File: src/rtl/resp_uart_tx.sv
// resp_uart_tx: sends the 16-bit DHT11 response word to the host as 8N1 UART bytes, low byte first.
// Define RESP_CHECKSUM_EN to append a third byte holding info[7:0] ^ info[15:8].
module resp_uart_tx #(
  parameter int CLKS_PER_BIT = 5208
) (
  input  logic        clk,
  input  logic        reset,
  input  logic        bufferPronto,
  input  logic [15:0] info,
  output logic        bufferUsado,
  output logic        tx,
  output logic        ocupado
);
`ifdef RESP_CHECKSUM_EN
  localparam int NB = 3;
`else
  localparam int NB = 2;
`endif
  localparam int SW = 8 * NB;
  localparam logic [15:0] LAST = 16'(CLKS_PER_BIT - 1);
  typedef enum logic [1:0] {IDLE, START, DATA, STOP} state_t;
  state_t state;
  logic [SW-1:0] shiftBuf;
  logic [SW-1:0] frame;
  logic [1:0] byteIdx;
  logic [2:0] bitIdx;
  logic [15:0] baud;
  logic armed;
  logic accept;
  logic bitEnd;
`ifdef RESP_CHECKSUM_EN
  assign frame = {info[7:0] ^ info[15:8], info};
`else
  assign frame = info;
`endif
  assign accept = (state == IDLE) && bufferPronto && armed;
  assign bitEnd = baud == LAST;
  // shiftBuf shifts right once per data bit, so the next byte is already at the bottom when a byte ends
  always_ff @(posedge clk) begin
    if (reset) begin
      state <= IDLE;
      tx <= 1'b1;
      bufferUsado <= 1'b0;
      ocupado <= 1'b0;
      armed <= 1'b1;
      baud <= '0;
      bitIdx <= '0;
      byteIdx <= '0;
      shiftBuf <= '0;
    end else begin
      bufferUsado <= accept;
      armed <= accept ? 1'b0 : (!bufferPronto ? 1'b1 : armed);
      baud <= (state == IDLE || bitEnd) ? '0 : baud + 16'd1;
      case (state)
        IDLE: if (accept) begin
          shiftBuf <= frame;
          byteIdx <= '0;
          state <= START;
          tx <= 1'b0;
          ocupado <= 1'b1;
        end
        START: if (bitEnd) begin
          state <= DATA;
          bitIdx <= '0;
          tx <= shiftBuf[0];
          shiftBuf <= shiftBuf >> 1;
        end
        DATA: if (bitEnd) begin
          bitIdx <= bitIdx + 3'd1;
          state <= (bitIdx == 3'd7) ? STOP : DATA;
          tx <= (bitIdx == 3'd7) ? 1'b1 : shiftBuf[0];
          if (bitIdx != 3'd7) shiftBuf <= shiftBuf >> 1;
        end
        STOP: if (bitEnd) begin
          state <= (byteIdx == 2'(NB - 1)) ? IDLE : START;
          ocupado <= byteIdx != 2'(NB - 1);
          tx <= byteIdx == 2'(NB - 1);
          byteIdx <= byteIdx + 2'd1;
        end
        default: state <= IDLE;
      endcase
    end
  end
endmodule
File: config.mk
export PLATFORM = sky130hd
export DESIGN_NAME = resp_uart_tx
export DESIGN_NICKNAME = d
export VERILOG_FILES = /design/src/rtl/resp_uart_tx.sv
export SDC_FILE = /design/constraint.sdc
export NUM_CORES = 1
export LEC_CHECK = 0
export ABC_AREA = 1
export CORE_ASPECT_RATIO = 1.1
export CORE_MARGIN = 2
export CORE_UTILIZATION = 58
export DETAILED_ROUTE_END_ITERATION = 10
export GPL_ROUTABILITY_DRIVEN = 1
export GPL_TIMING_DRIVEN = 1
export PLACE_DENSITY = 0.86
export SLEW_MARGIN = 0
export SYNTH_ARGS = -nofsm -noshare
export SYNTH_HDL_FRONTEND = slang
export SYNTH_SLANG_ARGS = --single-unit
export TNS_END_PERCENT = 100
File: constraint.sdc
create_clock -name clk -period 3.3 [get_ports clk]
set_input_delay 0.66 -clock clk [delete_from_list [all_inputs] [get_ports clk]]
set_output_delay 0.66 -clock clk [all_outputs]
set_load 0.005 [all_outputs]
== Yosys cells after proc, flatten, opt, wreduce, memory -nomap -nowiden ==
Index checks and enable logic that the tools add are counted.

* Register bits after elaboration: 43
* Bits in latches: 0
* Bits in writable memories: 0
* Bits in read-only memories: 0
* Input port bits: 19
* Output and inout bits: 3
* Memories: 0

* Add/sub/neg operators: 3
* Multipliers: 0
* Div/mod/pow operators: 0
* Order comparisons: 0
* Equality and inequality tests: 14
* Shift operators: 0
* Mux-type cells: 29
* Bitwise logic cells: 0
* Reduce and logical (&&, ||, !) cells: 12

{| class="wikitable"
|+ Operator list
! cell !! number
|-
| $mux W16 || 4
|-
| $pmux W16 S3 || 1
|-
| $add A16 B1 Y16 const B || 1
|-
| $eq A16 B13 Y1 const B || 1
|-
| $mux W2 || 6
|-
| $mux W1 || 11
|-
| $ne A2 B2 Y1 const B || 5
|-
| $pmux W2 S4 || 1
|-
| $mux W3 || 2
|-
| $pmux W3 S2 || 1
|-
| $reduce_and A3 Y1 || 2
|-
| $reduce_and A5 Y1 || 1
|-
| $eq A2 B1 Y1 const B || 2
|-
| $eq A2 B2 Y1 const B || 2
|-
| $ne A2 B1 Y1 const B || 2
|-
| $pmux W1 S4 || 1
|-
| $pmux W2 S2 || 1
|-
| $reduce_and A4 Y1 || 1
|-
| $reduce_bool A2 Y1 || 2
|-
| $add A3 B1 Y3 const B || 1
|-
| $eq A3 B3 Y1 const B || 1
|-
| $ne A3 B3 Y1 const B || 1
|-
| $reduce_bool A3 Y1 || 1
|-
| $add A2 B1 Y2 const B || 1
|-
| 5 further kinds || 6
|}

== Logic depth before layout (Yosys ltp) ==
Gate-level depths: netlist of run 1.

* Depth after elaboration: 5
* Mapped depth: 11
* Depth with buffers taken out: 11

== Worst setup path before layout of run 1 ==
No wires, ideal clock.

* Path type: reg2reg
* Start: register state[0]
* End: register shiftBuf[0]
* Arrival: 1.486 ns
* Required time: 3.187 ns
* Path slack: 1.701 ns
* Cell stages (with the launch flop): 9
* Cell sequence: dfxtp_1 -> inv_1 -> ha_1 -> buf_2 -> buf_2 -> mux2i_1 -> nand2_1 -> nand2_1 -> nor2_1

* Cells in the longest elaborated chain, start to end: 5

{| class="wikitable"
|+ Ends and longest elaborated chain
! what !! RTL line !! text
|-
| start, declared || 22 || <nowiki>state_t state;</nowiki>
|-
| start signal, assigned || 70 || <nowiki>state <= (bitIdx == 3'd7) ? STOP : DATA;</nowiki>
|-
| start signal, assigned || 75 || <nowiki>state <= (byteIdx == 2'(NB - 1)) ? IDLE : START;</nowiki>
|-
| $logic_not A2 Y1 || 36, 54 ||
|-
| $logic_and A1 B1 Y1 (2 in a row) || 36 || <nowiki>assign accept = (state == IDLE) && bufferPronto && armed;</nowiki>
|-
| $ne A2 B2 Y1 (no source line) || - ||
|-
| $reduce_and A5 Y1 (no source line) || - ||
|-
| end signal, assigned || 56 || <nowiki>shiftBuf <= frame;</nowiki>
|-
| end signal, assigned || 66 || <nowiki>shiftBuf <= shiftBuf >> 1;</nowiki>
|-
| end signal, assigned || 72 || <nowiki>if (bitIdx != 3'd7) shiftBuf <= shiftBuf >> 1;</nowiki>
|-
| end, declared || 23 || <nowiki>logic [SW-1:0] shiftBuf;</nowiki>
|}

Parallel ways exist; a longest one is shown, timed or not.
A chain may end at the register's enable or synchronous reset.

== Worst setup path after layout of run 1 ==
* Start: input port bufferPronto
* End: register shiftBuf[11]

* Cells in the longest elaborated chain, start to end: 4

{| class="wikitable"
|+ Ends and longest elaborated chain
! what !! RTL line !! text
|-
| start, declared || 8 || <nowiki>input logic bufferPronto,</nowiki>
|-
| $logic_and A1 B1 Y1 (2 in a row) || 36 ||
|-
| $ne A2 B2 Y1 (no source line) || - ||
|-
| $reduce_and A5 Y1 (no source line) || - ||
|}

No other way between the ends.

==> results of run 1 <==
layout make-up:
type	count	share of cell area (%)
Multi-Input combinational cell	225	45.4
Sequential cell	43	34.3
Timing Repair Buffer	22	8.68
Inverter	31	4.64
Clock buffer	5	2.74
Tap cell	50	2.49
Clock inverter	3	1.75
cell families (layout without fill, tap and decap cells):
logic type,Yosys count,in the layout,synth area share (%)
and+or+nand+nor,177,177,33.1
DFF,43,43,39.6
buffers and inverters,39,61,8.06
AOI/OAI and AO/OA,21,21,5.98
muxes,15,15,6.90
adders and majority gates,9,9,5.18
xor gates and xnor gates,3,3,1.21
report_power, final:
part           leakage [nW]  internal, mW  switching [mW]
Combinational         0.705         0.392           0.587
Sequential            0.352         0.656          0.0704
Clock                0.0581         0.225           0.188
Total                  1.12          1.27           0.845
cells in the mapped netlist (all sizes together) (3+ instances only):
cell type / number
ha: 9
dfxtp: 43
nor3: 5
a21oi: 13
o21ai: 3
inv: 31
or2: 3
buf: 8
nand2: 86
xor2: 3
mux2i: 15
nand3: 16
nor2: 64
path summary, 6_finish.rpt:
| kind | cells past startpoint | endpoint | slack [ns] |
|---|---|---|---|
| setup / recovery | 8 | shiftBuf[11]$_SDFFE_PP0P_ | 1.16 |
| hold / removal | 1 | baud[0]$_SDFF_PP0_ | 0.46 |
| setup reg to reg | 9 | shiftBuf[11]$_SDFFE_PP0P_ | 1.28 |
| hold reg to reg | 1 | baud[0]$_SDFF_PP0_ | 0.46 |
metrics by stage:
step	util [%]	std cells	total power, mW	setup WS [ns]
final	69.2	379	2.12	1.16
after floorplan	-	307	1.60	1.70
after global placement	66.1	371	1.68	0.892
after global routing	69.2	379	2.32	0.986
after CTS	69.2	379	2.14	1.14
after detailed placement	66.1	371	1.72	0.839
state kept, by name, summed over array words and instances (netlist names):
register / cells
baud: 16
bufferUsado: 1
bitIdx: 3
ocupado: 1
shiftBuf: 16
byteIdx: 2
tx: 1
state: 2
armed: 1
critical path: stages:
cell and delay [ns]:
clkdlybuf4s50_1 0.48, nand3_1 0.10, nand2_1 0.13, nand3_1 0.12, a21oi_4 0.58, nand2_1 0.13
nand2_1 0.09, nor2_1 0.04
metal layers:
metal / vias to the layer above / track usage, % / routed length, µm
li1: 1001 / - / -
met3: 7 / 5.10 / 115
met1: 825 / 21.7 / 1780
met4: 0 / 10.6 / 80
met2: 22 / 37.5 / 1950
met5: - / 0 / 0
==> out/results.ini, run 1 <==
[sta]
relSlewSlack_pct = 45.7
skew_ns = 0.00788
grt_setup_unrepaired = no
fin_crit_ns = 2.14
maxSlewViolCount = 0
setup_viol_count_final = 0
period_share_pct = 64.8
hold_viol = 0
hold_ws_ns = 0.460
worst_pin_slew_ns = 0.814
max_freq_ghz = 0.467
tns_ns = 0

[cells_and_area]
multi_input_area_um2 = 1140
layout.nets = 356
final_common_cell = nand2_1
drive_above_1_share_pct = 5.78
most-common-layout-cells = 84 x nand2_1, 61 x nor2_1, 43 x dfxtp_1
diodes = 0
syn_to_final_growth_pct = 15.4
finalInstanceArea_um2 = 2510
regArea_um2 = 861
nFillCells = 324

[die]
ios = 22
start_util_pct = 60.0
fp.dieH_um = 68.2
rows = 23
die_area_um2 = 4260
die_x_um = 62.4
core-area_um2 = 3630

[power]
ir_drop_mv = 0.485
leakagePower_nw = 1.12
power_density_nw_per_um2 = 844

[clock_tree]
root_buffer = clkbuf_8
cts_hold_buf = 0
cts_resized = 0
cts_sinks = 43
cts_tree = yes
numCtsBuffers = 5
postCtsSetupBuffers = 0
clock_latency_ns = 0.30
cts_max_level = 2
clockBufferDepth = 2
clkTransAtPathRegs_ns = 0.09

[critical_path]
crit_arrival_ns = 2.34
cp-start-kind = input pin
end_kind = flip-flop
cp.required_ns = 3.50
reg2reg_from = state[0]$_SDFFE_PP0P_
critPathKind = input pin to flip-flop
path_max_fanout = 32
startpoint = bufferPronto

[synth]
yosys.area.top_type = dfxtp_1
synth_ff_type = dfxtp_1
synth_area_leaders = dfxtp_1 40%, nand2_1 14%, nor2_1 11%
ys_types = 26
synth_edf_count = 0
synth_area_um2 = 2170
yosysWarnings = 0
syn_inst = 307
ys_ff_latch = 43
syn_area_per_cell_um2 = 7.08
async_flop_share_pct = 0
netlist.area_leader.share_pct = 39.6
synth-seq-area-share_pct = 39.6
synth_nets = 335

[route]
drc = 0
postRouteAntennaNets = 0
drtIter0Drc = 98
firstDrtPassIters = 4
vias = 1855
wirelength_um = 3930
wire_per_inst_um = 10.4
viasPerCell = 4.89

[grt]
grt_max_degree = 33
grt_pass1_vias = 1621
antenna_found_initial = 0
grt.total_usage_pct = 20.2
grt_first_pass_wirelength_um = 6590
grt_overflow = 0

[placement]
placed_cell_area_um2 = 2400
gp_congestion = 0.863
io_buffers = 21
dpl.hpwl_um = 2840

[status]
status = completed

[worst_hold_path]
hp-start = baud[0]$_SDFF_PP0_
hold_class = flip-flop to flip-flop

[job]
cap_violations = 0

Power figures use the tool's default switching activity.
==> run 2: changes to the inputs <==
--- a/config.mk
+++ b/config.mk
@@ -8,11 +8,11 @@
 export ABC_AREA = 1
 export CORE_ASPECT_RATIO = 1.1
 export CORE_MARGIN = 2
-export CORE_UTILIZATION = 58
+export CORE_UTILIZATION = 56
 export DETAILED_ROUTE_END_ITERATION = 10
 export GPL_ROUTABILITY_DRIVEN = 1
 export GPL_TIMING_DRIVEN = 1
-export PLACE_DENSITY = 0.86
+export PLACE_DENSITY = 0.84
 export SLEW_MARGIN = 0
 export SYNTH_ARGS = -nofsm -noshare
 export SYNTH_HDL_FRONTEND = slang
==> constraint.sdc (replaced) <==
create_clock -name clk -period 2.1 [get_ports clk]
set_input_delay 0.42 -clock clk [delete_from_list [all_inputs] [get_ports clk]]
set_output_delay 0.42 -clock clk [all_outputs]
set_load 0.005 [all_outputs]
==> run 2 against run 1 <==
  * Non-clock buffer count is 3 higher
  * Register-to-register slack got worse by 0.89 ns
  * Critical path depth unchanged
  * Via count up 2.4%
  * Wire length grew 2.2%
  * Combinational power grew 70%
  * Clock skew is 0.0016 ns lower
  * Final area is 0.30% higher
  * Critical path type is now flip-flop to flip-flop
  * Largest power group unchanged
  * Highest routed layer unchanged
==> out/results.ini, run 2 (synthesized netlist as in run 1, its figures left out) <==
[status]
status = completed

[critical_path]
end_kind = flip-flop
reg2reg_from = state[0]$_SDFFE_PP0P_
cp.required_ns = 2.29  ; -1.21 ns
crit_end = shiftBuf[2]$_SDFFE_PP0P_
crit_arrival_ns = 1.90  ; -0.44 ns
path_max_fanout = 32  ; unchanged
cp-start-kind = flip-flop
r2r_setup_slack_ns = 0.39  ; -0.89 ns
startpoint = state[0]$_SDFFE_PP0P_
timing.rr.end = shiftBuf[2]$_SDFFE_PP0P_
critPathKind = flip-flop to flip-flop
r2r_cells = 8  ; -1

[route]
wirelength_um = 4010  ; +2.2%
drtIter0Drc = 76  ; -22%
viasPerCell = 4.97  ; +1.6%
firstDrtPassIters = 4  ; unchanged
postRouteAntennaNets = 0  ; unchanged
vias = 1900  ; +2.4%
drc = 0  ; unchanged
wire_per_inst_um = 10.5  ; +1.4%

[placement]
dpl.hpwl_um = 2940  ; +3.4%
io_buffers = 21  ; unchanged
pre_cts_ws_ns = 0.198  ; -0.641 ns
gp_congestion = 0.851  ; -1.4%
placed_cell_area_um2 = 2430  ; +1.5%

[grt]
antenna_found_initial = 0  ; unchanged
grt_first_pass_wirelength_um = 7130  ; +8.3%
met2_usage_pct = 36.5  ; -1.0 points
grt_pass1_vias = 1794  ; +11%
grt_overflow = 0  ; unchanged
grt.total_usage_pct = 20.1  ; -0.072 points
grtUsageMet1_pct = 21.9  ; +0.25 points
grt_use_met3_pct = 5.03  ; -0.066 points
grt_busiest_layer = met2
grt_max_degree = 33  ; unchanged

[sta]
tns_ns = 0  ; unchanged
fin_crit_ns = 1.71
skew_ns = 0.00624  ; -0.00163 ns
grt_setup_unrepaired = no
maxSlewViolCount = 0  ; unchanged
fin_ws_ns = 0.394  ; -0.766 ns
period_share_pct = 81.2
setup_viol_count_final = 0  ; unchanged
relSlewSlack_pct = 80.8  ; +35 points
hold_viol = 0  ; unchanged
worst_pin_slew_ns = 0.286  ; -0.528 ns
max_freq_ghz = 0.586

[die]
core-area_um2 = 3680  ; +1.6%
start_util_pct = 59.0  ; -0.94 points
die_x_um = 63.4  ; +1.7%
ios = 22  ; unchanged
rows = 23  ; unchanged
die_area_um2 = 4400  ; +3.4%
fp.dieH_um = 69.4  ; +1.7%

[cells_and_area]
layout.nets = 359  ; +0.84%
nFillCells = 336  ; +3.7%
diodes = 0  ; unchanged
drive_above_1_share_pct = 6.33  ; +0.55 points
finalInstanceArea_um2 = 2520  ; +0.30%
final_common_cell = nand2_1
most-common-layout-cells = 84 x nand2_1, 61 x nor2_1, 43 x dfxtp_1
syn_to_final_growth_pct = 15.7
utilization_pct = 68.3  ; -0.88 points
largestRegisters = baud: 16 flops, shiftBuf: 16 flops, bitIdx: 3 flops

[clock_tree]
cts_sinks = 43  ; unchanged
cts_resized = 0  ; unchanged
root_buffer = clkbuf_8
cts_hold_buf = 0  ; unchanged
numCtsBuffers = 5  ; unchanged
cts_max_level = 2  ; unchanged
clock_latency_ns = 0.29  ; about the same
clkTransAtPathRegs_ns = 0.08  ; about the same
postCtsSetupBuffers = 0  ; unchanged
cts_tree = yes
clockBufferDepth = 2  ; unchanged

[power]
power_density_nw_per_um2 = 1320  ; +56%
leakagePower_nw = 1.12  ; +0.14%
ir_drop_mv = 0.858  ; +77%

[worst_hold_path]
hold_class = flip-flop to flip-flop

[job]
cap_violations = 0  ; unchanged

[run 2: cell types whose count changed in the layout (fill, tap and decap cells not counted), sizes merged]
cell / delta
clkinvlp: +1
bufinv: -1
clkinv: -1
clkbuf: +1
buf: +3
[run 2: cell type report]
cell class	count	area, µm²	share of cell area [%]
clock buffer	6	72.6	2.88
clock inverter	2	12.5	0.497
inverter	31	116	4.62
multi-input combinational	225	1140	45.3
sequential	43	861	34.2
tap	50	62.6	2.49
timing repair buffer	25	253	10.0
[run 2: worst max-delay path, cell delays in order (launching register included)]
cell	delay, ns
dfxtp_1	0.37
inv_1	0.11
ha_1	0.24
or2_2	0.35
a21oi_4	0.18
buf_12	0.18
nand2_1	0.07
nand2_1	0.06
nor2_1	0.04
[run 2: worst min-delay path by stage]
| stage | startpoint | end | slack [ns] | cells after the start |
|---|---|---|---|---|
| floorplan | baud[0]$_SDFF_PP0_ | baud[0]$_SDFF_PP0_ | 0.42 | 1 |
| global placement | baud[0]$_SDFF_PP0_ | baud[0]$_SDFF_PP0_ | 0.43 | 1 |
| detailed placement | byteIdx[1]$_SDFFE_PP0P_ | byteIdx[1]$_SDFFE_PP0P_ | 0.46 | 2 |
| CTS | byteIdx[1]$_SDFFE_PP0P_ | byteIdx[1]$_SDFFE_PP0P_ | 0.47 | 2 |
| global route | baud[15]$_SDFF_PP0_ | baud[15]$_SDFF_PP0_ | 0.50 | 2 |
| finish | baud[0]$_SDFF_PP0_ | baud[0]$_SDFF_PP0_ | 0.46 | 1 |
[run 2: metrics by stage]
step	total power, mW	hold slack [ns]	cells
global route	3.64	0.505	382
CTS	3.33	0.468	382
detailed placement	2.81	0.456	374
finish	3.31	0.463	382
floorplan	2.52	0.417	307
global placement	2.75	0.430	374
[run 2: power by group]
part | internal [mW] | total, mW | switching, mW
Combinational | 0.698 | 1.66 | 0.961
Clock | 0.232 | 0.508 | 0.275
Sequential | 1.03 | 1.14 | 0.112
Total | 1.96 | 3.31 | 1.35
[run 2: per-layer routing]
metal / part of all wire (%) / routed length (µm)
met3: 2.8 / 114
met4: 2.0 / 82
met1: 44 / 1770
met2: 51 / 2050
met5: 0 / 0
